$ cat src/rtl/mem_wb_stage_if.sv
// MEM -> WB packet bundle: instruction qualifier, load data, ALU result and
// write-back control as presented by the data-memory stage.
interface mem_wb_stage_if #(
    parameter int DATA_W = 32,
    parameter int REG_AW = 5
);
    logic              in_valid;
    logic [DATA_W-1:0] mem_data;
    logic [DATA_W-1:0] alu_result;
    logic [REG_AW-1:0] reg_dest;
    logic              reg_write;
    logic              mem_to_reg;
    logic [1:0]        load_size;
    logic              load_signed;

    modport master (
        output in_valid, mem_data, alu_result, reg_dest,
               reg_write, mem_to_reg, load_size, load_signed
    );

    modport slave (
        input  in_valid, mem_data, alu_result, reg_dest,
               reg_write, mem_to_reg, load_size, load_signed
    );
endinterface

$ cat src/rtl/mem_wb_stage.sv
// MEM/WB stage: load alignment/extension, misaligned-load suppression, write-back
// register with stall/flush. Optional retire counter behind `WB_RETIRE_CNT_EN.
module mem_wb_stage #(
    parameter int DATA_W = 32,
    parameter int REG_AW = 5,
    parameter int CNT_W  = 16
) (
    input  logic              clk,
    input  logic              rst_n,
    input  logic              stall,
    input  logic              flush,
    mem_wb_stage_if.slave     mem_in,
    output logic              rf_we,
    output logic [REG_AW-1:0] rf_waddr,
    output logic [DATA_W-1:0] rf_wdata,
    output logic              fwd_valid,
    output logic              misalign_err,
    output logic [DATA_W-1:0] err_addr,
    output logic [CNT_W-1:0]  retire_cnt
);

    logic [7:0]        ld_byte;
    logic [15:0]       ld_half;
    logic [DATA_W-1:0] ld_fmt;
    logic [DATA_W-1:0] wdata_next;
    logic              misalign;
    logic              capture;

    logic              valid_q;
    logic              reg_write_q;
    logic              mis_q;
    logic [REG_AW-1:0] waddr_q;
    logic [DATA_W-1:0] wdata_q;

    always_comb begin
        ld_byte = mem_in.mem_data[7:0];
        case (mem_in.alu_result[1:0])
            2'd1:    ld_byte = mem_in.mem_data[15:8];
            2'd2:    ld_byte = mem_in.mem_data[23:16];
            2'd3:    ld_byte = mem_in.mem_data[31:24];
            default: ld_byte = mem_in.mem_data[7:0];
        endcase
        ld_half = mem_in.alu_result[1] ? mem_in.mem_data[31:16] : mem_in.mem_data[15:0];
    end

    // Reserved size 11 behaves as a word, both for formatting and alignment.
    always_comb begin
        ld_fmt   = mem_in.mem_data;
        misalign = 1'b0;
        case (mem_in.load_size)
            2'b01: begin
                ld_fmt   = {{(DATA_W-16){mem_in.load_signed & ld_half[15]}}, ld_half};
                misalign = mem_in.alu_result[0];
            end
            2'b10: begin
                ld_fmt   = {{(DATA_W-8){mem_in.load_signed & ld_byte[7]}}, ld_byte};
                misalign = 1'b0;
            end
            default: begin
                ld_fmt   = mem_in.mem_data;
                misalign = (mem_in.alu_result[1:0] != 2'b00);
            end
        endcase
        misalign   = misalign & mem_in.mem_to_reg;
        wdata_next = mem_in.mem_to_reg ? ld_fmt : mem_in.alu_result;
    end

    assign capture = mem_in.in_valid & ~flush & ~stall;

    always_ff @(posedge clk) begin
        if (!rst_n) begin
            valid_q      <= 1'b0;
            reg_write_q  <= 1'b0;
            mis_q        <= 1'b0;
            waddr_q      <= '0;
            wdata_q      <= '0;
            misalign_err <= 1'b0;
            err_addr     <= '0;
        end else if (flush) begin
            valid_q <= 1'b0;
        end else if (!stall) begin
            valid_q     <= mem_in.in_valid;
            reg_write_q <= mem_in.reg_write;
            mis_q       <= misalign;
            waddr_q     <= mem_in.reg_dest;
            wdata_q     <= wdata_next;
            // Only the first misaligned address is kept until reset.
            if (capture && misalign && !misalign_err) begin
                misalign_err <= 1'b1;
                err_addr     <= mem_in.alu_result;
            end
        end
    end

    assign rf_we     = valid_q & reg_write_q & ~mis_q & (waddr_q != '0);
    assign rf_waddr  = waddr_q;
    assign rf_wdata  = wdata_q;
    assign fwd_valid = rf_we;

`ifdef WB_RETIRE_CNT_EN
    logic [CNT_W-1:0] cnt_q;

    always_ff @(posedge clk) begin
        if (!rst_n) begin
            cnt_q <= '0;
        end else if (capture) begin
            cnt_q <= cnt_q + 1'b1;
        end
    end

    assign retire_cnt = cnt_q;
`else
    assign retire_cnt = '0;
`endif

endmodule

$ cat src/flat_wrapper.sv
// flat-port wrapper written by rule: the top's interface ports become plain ports
module mem_wb_stage_flat 
#(
    parameter int DATA_W = 32,
    parameter int REG_AW = 5,
    parameter int CNT_W  = 16
)
  (clk, rst_n, stall, flush, rf_we, rf_waddr, rf_wdata, fwd_valid, misalign_err, err_addr, retire_cnt, mem_in_in_valid, mem_in_mem_data, mem_in_alu_result, mem_in_reg_dest, mem_in_reg_write, mem_in_mem_to_reg, mem_in_load_size, mem_in_load_signed);
  mem_wb_stage_if #(.DATA_W(DATA_W), .REG_AW(REG_AW)) mem_in_i ();
  input  logic clk;
  input  logic rst_n;
  input  logic stall;
  input  logic flush;
  output logic rf_we;
  output logic [REG_AW-1:0] rf_waddr;
  output logic [DATA_W-1:0] rf_wdata;
  output logic fwd_valid;
  output logic misalign_err;
  output logic [DATA_W-1:0] err_addr;
  output logic [CNT_W-1:0] retire_cnt;
  input wire logic [$bits(mem_in_i.in_valid)-1:0] mem_in_in_valid;
  input wire logic [$bits(mem_in_i.mem_data)-1:0] mem_in_mem_data;
  input wire logic [$bits(mem_in_i.alu_result)-1:0] mem_in_alu_result;
  input wire logic [$bits(mem_in_i.reg_dest)-1:0] mem_in_reg_dest;
  input wire logic [$bits(mem_in_i.reg_write)-1:0] mem_in_reg_write;
  input wire logic [$bits(mem_in_i.mem_to_reg)-1:0] mem_in_mem_to_reg;
  input wire logic [$bits(mem_in_i.load_size)-1:0] mem_in_load_size;
  input wire logic [$bits(mem_in_i.load_signed)-1:0] mem_in_load_signed;
  assign mem_in_i.in_valid = mem_in_in_valid;
  assign mem_in_i.mem_data = mem_in_mem_data;
  assign mem_in_i.alu_result = mem_in_alu_result;
  assign mem_in_i.reg_dest = mem_in_reg_dest;
  assign mem_in_i.reg_write = mem_in_reg_write;
  assign mem_in_i.mem_to_reg = mem_in_mem_to_reg;
  assign mem_in_i.load_size = mem_in_load_size;
  assign mem_in_i.load_signed = mem_in_load_signed;
  mem_wb_stage #(.DATA_W(DATA_W), .REG_AW(REG_AW), .CNT_W(CNT_W)) u_core (.clk(clk), .rst_n(rst_n), .stall(stall), .flush(flush), .mem_in(mem_in_i), .rf_we(rf_we), .rf_waddr(rf_waddr), .rf_wdata(rf_wdata), .fwd_valid(fwd_valid), .misalign_err(misalign_err), .err_addr(err_addr), .retire_cnt(retire_cnt));
endmodule
$ cat config.mk
export PLATFORM = sky130hd
export DESIGN_NAME = mem_wb_stage_flat
export DESIGN_NICKNAME = d
export VERILOG_FILES = /design/src/rtl/mem_wb_stage_if.sv /design/src/rtl/mem_wb_stage.sv /design/src/flat_wrapper.sv
export SDC_FILE = /design/constraint.sdc
export NUM_CORES = 1
export LEC_CHECK = 0
export ABC_AREA = 0
export CORE_MARGIN = 5
export CORE_UTILIZATION = 42
export CTS_CLUSTER_SIZE = 16
export DETAILED_ROUTE_END_ITERATION = 16
export GPL_ROUTABILITY_DRIVEN = 0
export PLACE_DENSITY_LB_ADDON = 0.05
export SYNTH_ARGS = -nofsm -noshare
export SYNTH_HDL_FRONTEND = slang
export SYNTH_SLANG_ARGS = --single-unit
export TNS_END_PERCENT = 50
$ cat constraint.sdc
create_clock -name clk -period 2.2 [get_ports clk]
set_input_delay 0.44 -clock clk [delete_from_list [all_inputs] [get_ports clk]]
set_output_delay 0.44 -clock clk [all_outputs]
set_load 0.005 [all_outputs]
Word-level counts from Yosys, hierarchy flattened. Index checks and enable logic that the tools add are counted.

Equal/unequal tests: 5. Muxes and demuxes: 5. Reductions and logical operators: 8. Bitwise operators: 12.

Operators by type and width (count): $pmux W32 S2 (1); $mux W32 (1); $pmux W8 S3 (1); $mux W16 (1); $and A1 B1 Y1 (8); $eq A2 B2 Y1 const B (3); $reduce_bool A5 Y1 (1); $eq A2 B1 Y1 const B (2); $not A1 Y1 (4); $reduce_and A3 Y1 (1); $logic_and A1 B1 Y1 (2); $pmux W1 S2 (1); $reduce_and A2 Y1 (1); $reduce_bool A2 Y1 (1); $reduce_or A2 Y1 (1); $logic_not A1 Y1 (1).

Bits in registers: 73. Output and inout bits: 88. Logic and storage cells: 37.

Longest topological paths before layout. Gate-level depths: netlist of run 1.

Word-level depth: 6. Depth in mapped cells: 8.

Worst setup path after synthesis of run 1. No wires, ideal clock.

Path kind: input to register. From: in mem_in_load_size[0]. To: reg u_core.err_addr[10]. Arrival: 1.912 ns. Setup time: 0.128 ns. Path slack: 0.160 ns. Stages on the path: 8. Path buffers: 2. Cell sequence: inv_1 ha_1 clkbuf_1 a21oi_1 nor4_4 buf_6 mux2i_1 nor2_1.

Word-level cells in the longest chain between the ends: 6.

RTL lines: from (decl) (line flat_wrapper.sv:27) `input wire logic [$bits(mem_in_i.load_size)-1:0] mem_in_load_size;`; $eq A2 B2 Y1 / $eq A2 B1 Y1 (equally long branches) (line mem_wb_stage.sv:50) `case (mem_in.load_size)`; $pmux W1 S2 (*) (line mem_wb_stage.sv:50); $and A1 B1 Y1 (*) (line mem_wb_stage.sv:64) `misalign = misalign & mem_in.mem_to_reg;`; $logic_and A1 B1 Y1 (*) (2 in series) (line mem_wb_stage.sv:88) `if (capture && misalign && !misalign_err) begin`; $reduce_and A3 Y1 (no line) (*); to (signal assigned) (line mem_wb_stage.sv:90) `err_addr <= mem_in.alu_result;`; to (decl) (line mem_wb_stage.sv:18) `output logic [DATA_W-1:0] err_addr,`.

Mark *: on every way between the ends. The rest lies on a longest branch, timed or not. A chain may end at the register's enable or synchronous reset.

Worst setup path in the final report of run 1.
From: in mem_in_load_size[0]. To: reg u_core.err_addr[9].

The elaborated chain is that of the path after synthesis.

==> reports/qor.txt, run 1 <==
slowest stage delay, CP: 0.50 ns
Worst Path Buf+Inv: 3
Rows: 33
initial antenna violation count: 0
Die ar.: 10500 um2
RSZ-0062 raised after global routing: yes
die width: 102 um
dpl hpwl: 9.16 mm
CTS Root Cell: clkbuf_8
DRC Markers: 0
ys flop type: dfxtp_1
crit path to: u_core.err_addr[9]
r2r setup slk: 0.83 ns
Synth cell types: 44
CP required: 2.44 ns
Post-synth EDFFs: 0
max_cap viols: 0
wirelength, routed: 12.0 mm
CTS Sinks: 73
Setup crit end kind: flip-flop
Tot Pwr: 3.22 mW
# IOs: 167
post-synthesis sequential area ratio: 40.7%
Fill cells: 713
H-Tree Depth: 3
first-pass GRT wire length: 18.8 mm
final hold vios: 0
top post-synthesis cells by area: dfxtp_1 41%, mux2i_1 9.8%, nor2_1 5.1%, a21oi_1 4.6%, buf_4 3.8%
area grow syn2layout: 52.4%
fin crit share: 96.5%
synthesized area: 3590 um2
maximum number of pins on one net before global-route repair: 46
static leakage: 2.06 nW
worst r2r src: u_core.misalign_err
Die Span Y: 102 um
CTS Buf Count: 9
status: finished, final reports clean
setup_tns: 0 ns
maximum VDD drop: 0.422 mV
Post-CTS Hold Buffers: 0
ANT cells: 0
critical setup path kind: input port to flip-flop
post-synthesis register bit count: 73
fin. max-slew vios: 0
Critical-path top delay cell: clkdlybuf4s50_1
post-synth top area share: 40.7%
R2R depth: 5
Post-CTS Setup Inserts: 0
Hold Path Class: flip-flop to flip-flop
GR Overflow Total: 0
via count: 3666
clock-pin slew of the registers on the worst-case setup and hold paths: 0.07 ns
top cells by count, synth: 73 x dfxtp_1, 49 x nor2_1, 36 x nand2_1
core area: 8260 um2
kind of start point of the critical path: input port
minimum clock period: 2.12 ns
Reg area: 1460 um2
Async SR Flop Fraction: 0%
Crit Path Max Fanout: 10
CP startpoint: mem_in_load_size[0]
share of layout cells above drive strength 1: 12.2%
worst-skew pair later-pin latency: 0.34 ns
Total GRT Usage: 23.0%
CTS tree: built
WL/cell: 17.9 um
Post-Syn Instances: 405
dpl ws: -0.271 ns
Crit Reg-Reg Endpoint: u_core.err_addr[9]
Final ANT Viol Nets: 0
top-count cell post-synth: dfxtp_1
final net count: 642
Worst path top cell family by delay: buffers and inverters
clock skew: 0.00776 ns
Max Fclk: 0.471 GHz
Mean Syn Cell Area: 8.86 um2
Yosys top cell by area: dfxtp_1
yosys warns: 0
Levels on crit path: 8
Setup-failing EPs final: 0
Initial DRT Pass Iterations: 4
Worst Slack Setup Final: 0.0764 ns
Initial Utilization: 43.5%
footprint of the multi-input gates: 1860 um2
vias in the first global route: 3716
vias per cell: 5.47
CTS Buffer Depth: 2
DRT iter0 DRCs: 156
Worst EP arrival: 2.36 ns
crit path cell chain: clkdlybuf4s50_1, inv_1, ha_1, a21oi_1, nor4_4, buf_4, mux2i_1, nor2_1
Pwr Density: 589 nW/um2
# port buffers: 150
## layer usage
layer	global-route usage, %	up-vias	routed length, um
met5	0	-	0
met4	6.66	0	165
met3	7.44	14	969
met2	36.9	138	5710
met1	29.7	1765	5150
li1	-	1749	-
## registers in the layout (all words and copies together) (netlist names)
register,cells
u_core.err_addr,32
u_core.mis_q,1
u_core.misalign_err,1
u_core.reg_write_q,1
u_core.rf_waddr,5
u_core.rf_wdata,32
u_core.valid_q,1
## tightest hold or removal path: stages, from the launching register on
cell     delay (ns)
dfxtp_1        0.31
nand2_1        0.05
a21oi_1        0.05
## final cells by class
class                   instances  share of cell area, %
flip-flops and latches         73                   26.7
clock buffers                  10                   2.52
well taps                     105                   2.40
clock inverters                 5                   1.46
repair buffers                182                   32.2
multi-input cells             284                   34.0
inverters                      11                  0.755
## power breakdown
part	leakage [nW]	internal (mW)	switching, mW
clock	0.104	0.661	0.498
sequential	0.595	1.37	0.0295
combinational	1.36	0.364	0.295
## logic make-up after synthesis
family          count (synthesis)  share of synthesized area [%]
compound gates                118                           24.2
fa+ha+maj                       2                          0.697
buf+inv                        63                           9.27
flops                          73                           40.7
mux                            42                           12.0
other cells                     1                          0.105
simple gates                  106                           13.0
## per-stage QoR
step,instances,utilization [%],hold slack [ns],cell area [um2]
finish,670,66.2,0.465,5470
global placement,655,63.6,0.446,5250
detailed placement,655,63.6,0.457,5250
CTS,670,66.2,0.468,5470
global route,670,66.2,0.496,5470
floorplan,420,-,0.436,3640
## timing repair
item | in CTS | in global routing
resized for setup | 2 | 0
endpoints found under the setup margin | 2 | 1
pin swaps | 0 | 0
gates cloned | 0 | 0
## cell usage in the layout, fill, tap and decap left out, types with 4 or more instances in the layout
cell type,netlist,layout
a2bb2oi_1,5,5
clkdlybuf4s50_1,0,147
dfxtp_1,73,73
o22ai_1,13,13
a21oi_1,33,33
o221ai_1,7,7
clkbuf_8,0,10
o21ai_0,7,7
a21o_1,6,6
a221oi_1,8,8
o221a_1,6,6
nor2_1,49,48
a22oi_1,7,7
mux2i_1,35,35
buf_4,18,30
inv_1,11,10
nor3_1,4,4
o221a_2,10,10
conb_1,1,16
mux2_2,7,7
o2bb2ai_1,5,5
nand2_1,36,36
## how the worst min path moves through the flow
stage / from / end / slack [ns] / cells after the start
after floorplan: u_core.reg_write_q / u_core.reg_write_q / 0.44 / 2
after global placement: u_core.reg_write_q / u_core.reg_write_q / 0.45 / 2
after detailed placement: u_core.reg_write_q / u_core.reg_write_q / 0.46 / 2
after CTS: u_core.reg_write_q / u_core.reg_write_q / 0.47 / 2
after global routing: u_core.rf_waddr[4] / u_core.rf_waddr[4] / 0.50 / 2
final: u_core.reg_write_q / u_core.reg_write_q / 0.46 / 2
(Power assumes the default switching activity.)
==> run 2: changes to the inputs <==
PLACE_DENSITY = 0.82   (was not set)
PLACE_DENSITY_LB_ADDON = not set   (was 0.05)
SKIP_CTS_REPAIR_TIMING = 1   (was not set)
SKIP_LAST_GASP = 1   (was not set)
==> run 2 against run 1 <==
Effect of this change:
- the flow now finishes with violations (negative setup slack)
- sequential share of layout area increased by 0.074 points
- clock power decreased by 9%
- via count increased by 3.6%
- maximum frequency decreased by 5.9%
- cell area decreased by 0.27%
- wire length increased by 5.8%
- total power decreased by 3.0%
- largest cell class unchanged
- largest power group unchanged
- highest routed layer unchanged
==> reports/qor.txt, run 2 (synthesized netlist as in run 1, its figures left out) <==
Setup crit end kind: primary output (was flip-flop)
vias in the first global route: 3665 (was 3716)
R2R depth: 6 (was 5)
maximum VDD drop: 0.395 mV (was 0.422 mV)
Setup-failing EPs final: 16 (was 0)
Total GRT Usage: 23.3% (was 23.0%)
# IOs: 167 (unchanged)
first-pass GRT wire length: 18.9 mm (was 18.8 mm)
static leakage: 2.06 nW (about the same)
WL/cell: 19.0 um (was 17.9 um)
Rows: 33 (unchanged)
r2r setup slk: 0.66 ns (was 0.83 ns)
Crit Path Max Fanout: 3 (was 10)
minimum clock period: 2.26 ns (was 2.12 ns)
core area: 8260 um2 (unchanged)
clock skew: 0.00730 ns (was 0.00776 ns)
kind of start point of the critical path: flip-flop (was input port)
Worst Path Buf+Inv: 1 (was 3)
DP Area: 5210 um2 (was 5250 um2)
non-filler cells, final: 670 (unchanged)
failing checks: negative setup slack
Die Span Y: 102 um (unchanged)
# port buffers: 150 (unchanged)
CTS Buf Count: 9 (unchanged)
fin crit share: 103% (was 96.5%)
Initial Utilization: 43.5% (unchanged)
DRC Markers: 0 (unchanged)
Worst Slack Setup Final: -0.0560 ns (was 0.0764 ns)
worst-skew pair later-pin latency: 0.35 ns (was 0.34 ns)
Max Fclk: 0.443 GHz (was 0.471 GHz)
CTS Root Cell: clkbuf_8 (unchanged)
Die ar.: 10500 um2 (unchanged)
Placed Cells: 651 (was 655)
CTS Sinks: 73 (unchanged)
max_cap viols: 0 (unchanged)
slowest stage delay, CP: 0.53 ns (was 0.50 ns)
setup_tns: -0.635 ns (was 0 ns)
DRT iter0 DRCs: 223 (was 156)
maximum number of pins on one net before global-route repair: 46 (unchanged)
beginning of the worst hold path: u_core.rf_wdata[7] (was u_core.reg_write_q)
Critical-path top delay cell: or4_1 (was clkdlybuf4s50_1)
initial antenna violation count: 0 (unchanged)
Design Area, Final: 5450 um2 (was 5470 um2)
fin. max-slew vios: 0 (unchanged)
die width: 102 um (unchanged)
Hold Crit Endpoint: u_core.rf_wdata[7] (was u_core.reg_write_q)
final net count: 642 (unchanged)
Initial DRT Pass Iterations: 5 (was 4)
vias per cell: 5.67 (was 5.47)
ANT cells: 0 (unchanged)
critical setup path kind: flip-flop to primary output (was input port to flip-flop)
H-Tree Depth: 3 (unchanged)
status: finished with violations (was finished, final reports clean)
Min Hold Slack: 0.462 ns (was 0.465 ns)
Hold Path Class: flip-flop to flip-flop (unchanged)
Crit Reg-Reg Endpoint: u_core.err_addr[13] (was u_core.err_addr[9])
share of layout cells above drive strength 1: 12.2% (unchanged)
final hold vios: 0 (unchanged)
wirelength, routed: 12.7 mm (was 12.0 mm)
CTS Buffer Depth: 2 (unchanged)
Final ANT Viol Nets: 0 (unchanged)
via count: 3798 (was 3666)
commonest non-fill, non-tap cell in the layout: clkdlybuf4s50_1 (unchanged)
WHS Path Cells: 2 (unchanged)
Fill cells: 710 (was 713)
worst r2r src: u_core.misalign_err (unchanged)
GR Overflow Total: 0 (unchanged)
crit path cell chain: or4_1, nor2_1, nor3_1, clkdlybuf4s50_1 (was clkdlybuf4s50_1, inv_1, ha_1, a21oi_1, nor4_4, buf_4, mux2i_1, nor2_1)
CTS tree: built (unchanged)
area grow syn2layout: 52.0% (was 52.4%)
most frequent cells in the layout: 148 x clkdlybuf4s50_1, 73 x dfxtp_1, 48 x nor2_1 (was 147 x clkdlybuf4s50_1, 73 x dfxtp_1, 48 x nor2_1)
dpl hpwl: 9.41 mm (was 9.16 mm)
Worst path top cell family by delay: simple AND/OR/NAND/NOR gates (was buffers and inverters)
Pwr Density: 573 nW/um2 (was 589 nW/um2)
clock-pin slew of the registers on the worst-case setup and hold paths: 0.07 ns (about the same)
RSZ-0062 raised after global routing: yes (unchanged)
CP required: 1.76 ns (was 2.44 ns)
Worst EP arrival: 1.82 ns (was 2.36 ns)
## run 2: final cells by class
cell class / count / area [um2] / area share (%)
Sequential cell: 73 / 1460 / 26.8
Clock inverter: 3 / 40.0 / 0.734
Multi-Input combinational cell: 284 / 1870 / 34.3
Clock buffer: 12 / 155 / 2.84
Tap cell: 105 / 131 / 2.41
Inverter: 11 / 41.3 / 0.757
Timing Repair Buffer: 182 / 1750 / 32.2
## run 2: stage by stage
step                worst slack (ns)  utilization [%]  power (mW)
floorplan                      0.160                -        1.72
global placement              -0.241             63.1        2.07
detailed placement            -0.349             63.1        2.08
CTS                          -0.0817             65.5        3.13
global route                  -0.135             66.0        3.25
finish                       -0.0560             66.0        3.12
## run 2: where the power goes
part | switching (mW) | internal (mW)
clock | 0.481 | 0.576
sequential | 0.0305 | 1.37
combinational | 0.301 | 0.362
total | 0.812 | 2.31
## run 2: worst max path at each step
| stage | slack [ns] | depth (start not counted) | end | from |
|---|---|---|---|---|
| after floorplan | 0.16 | 8 | u_core.err_addr[10] | mem_in_load_size[0] |
| after global placement | -0.24 | 8 | u_core.err_addr[12] | mem_in_load_size[0] |
| after detailed placement | -0.35 | 8 | u_core.err_addr[25] | mem_in_load_size[0] |
| after CTS | -0.08 | 4 | rf_we | u_core.rf_waddr[0] |
| after global routing | -0.14 | 4 | fwd_valid | u_core.rf_waddr[0] |
| final | -0.06 | 4 | fwd_valid | u_core.rf_waddr[0] |
## run 2: metal layers
metal	routed length [um]	track usage, %
met4	385	9.49
met1	5100	28.4
met5	0	0
met2	6070	38.5
met3	1140	6.42
## run 2: worst min-delay path, delay by kind of cell, from the launching register on
kind	cells	cell delay, ns
AND/OR/NAND/NOR	1	0.05
flip-flops	1	0.32
AO/OA/AOI/OAI	1	0.05
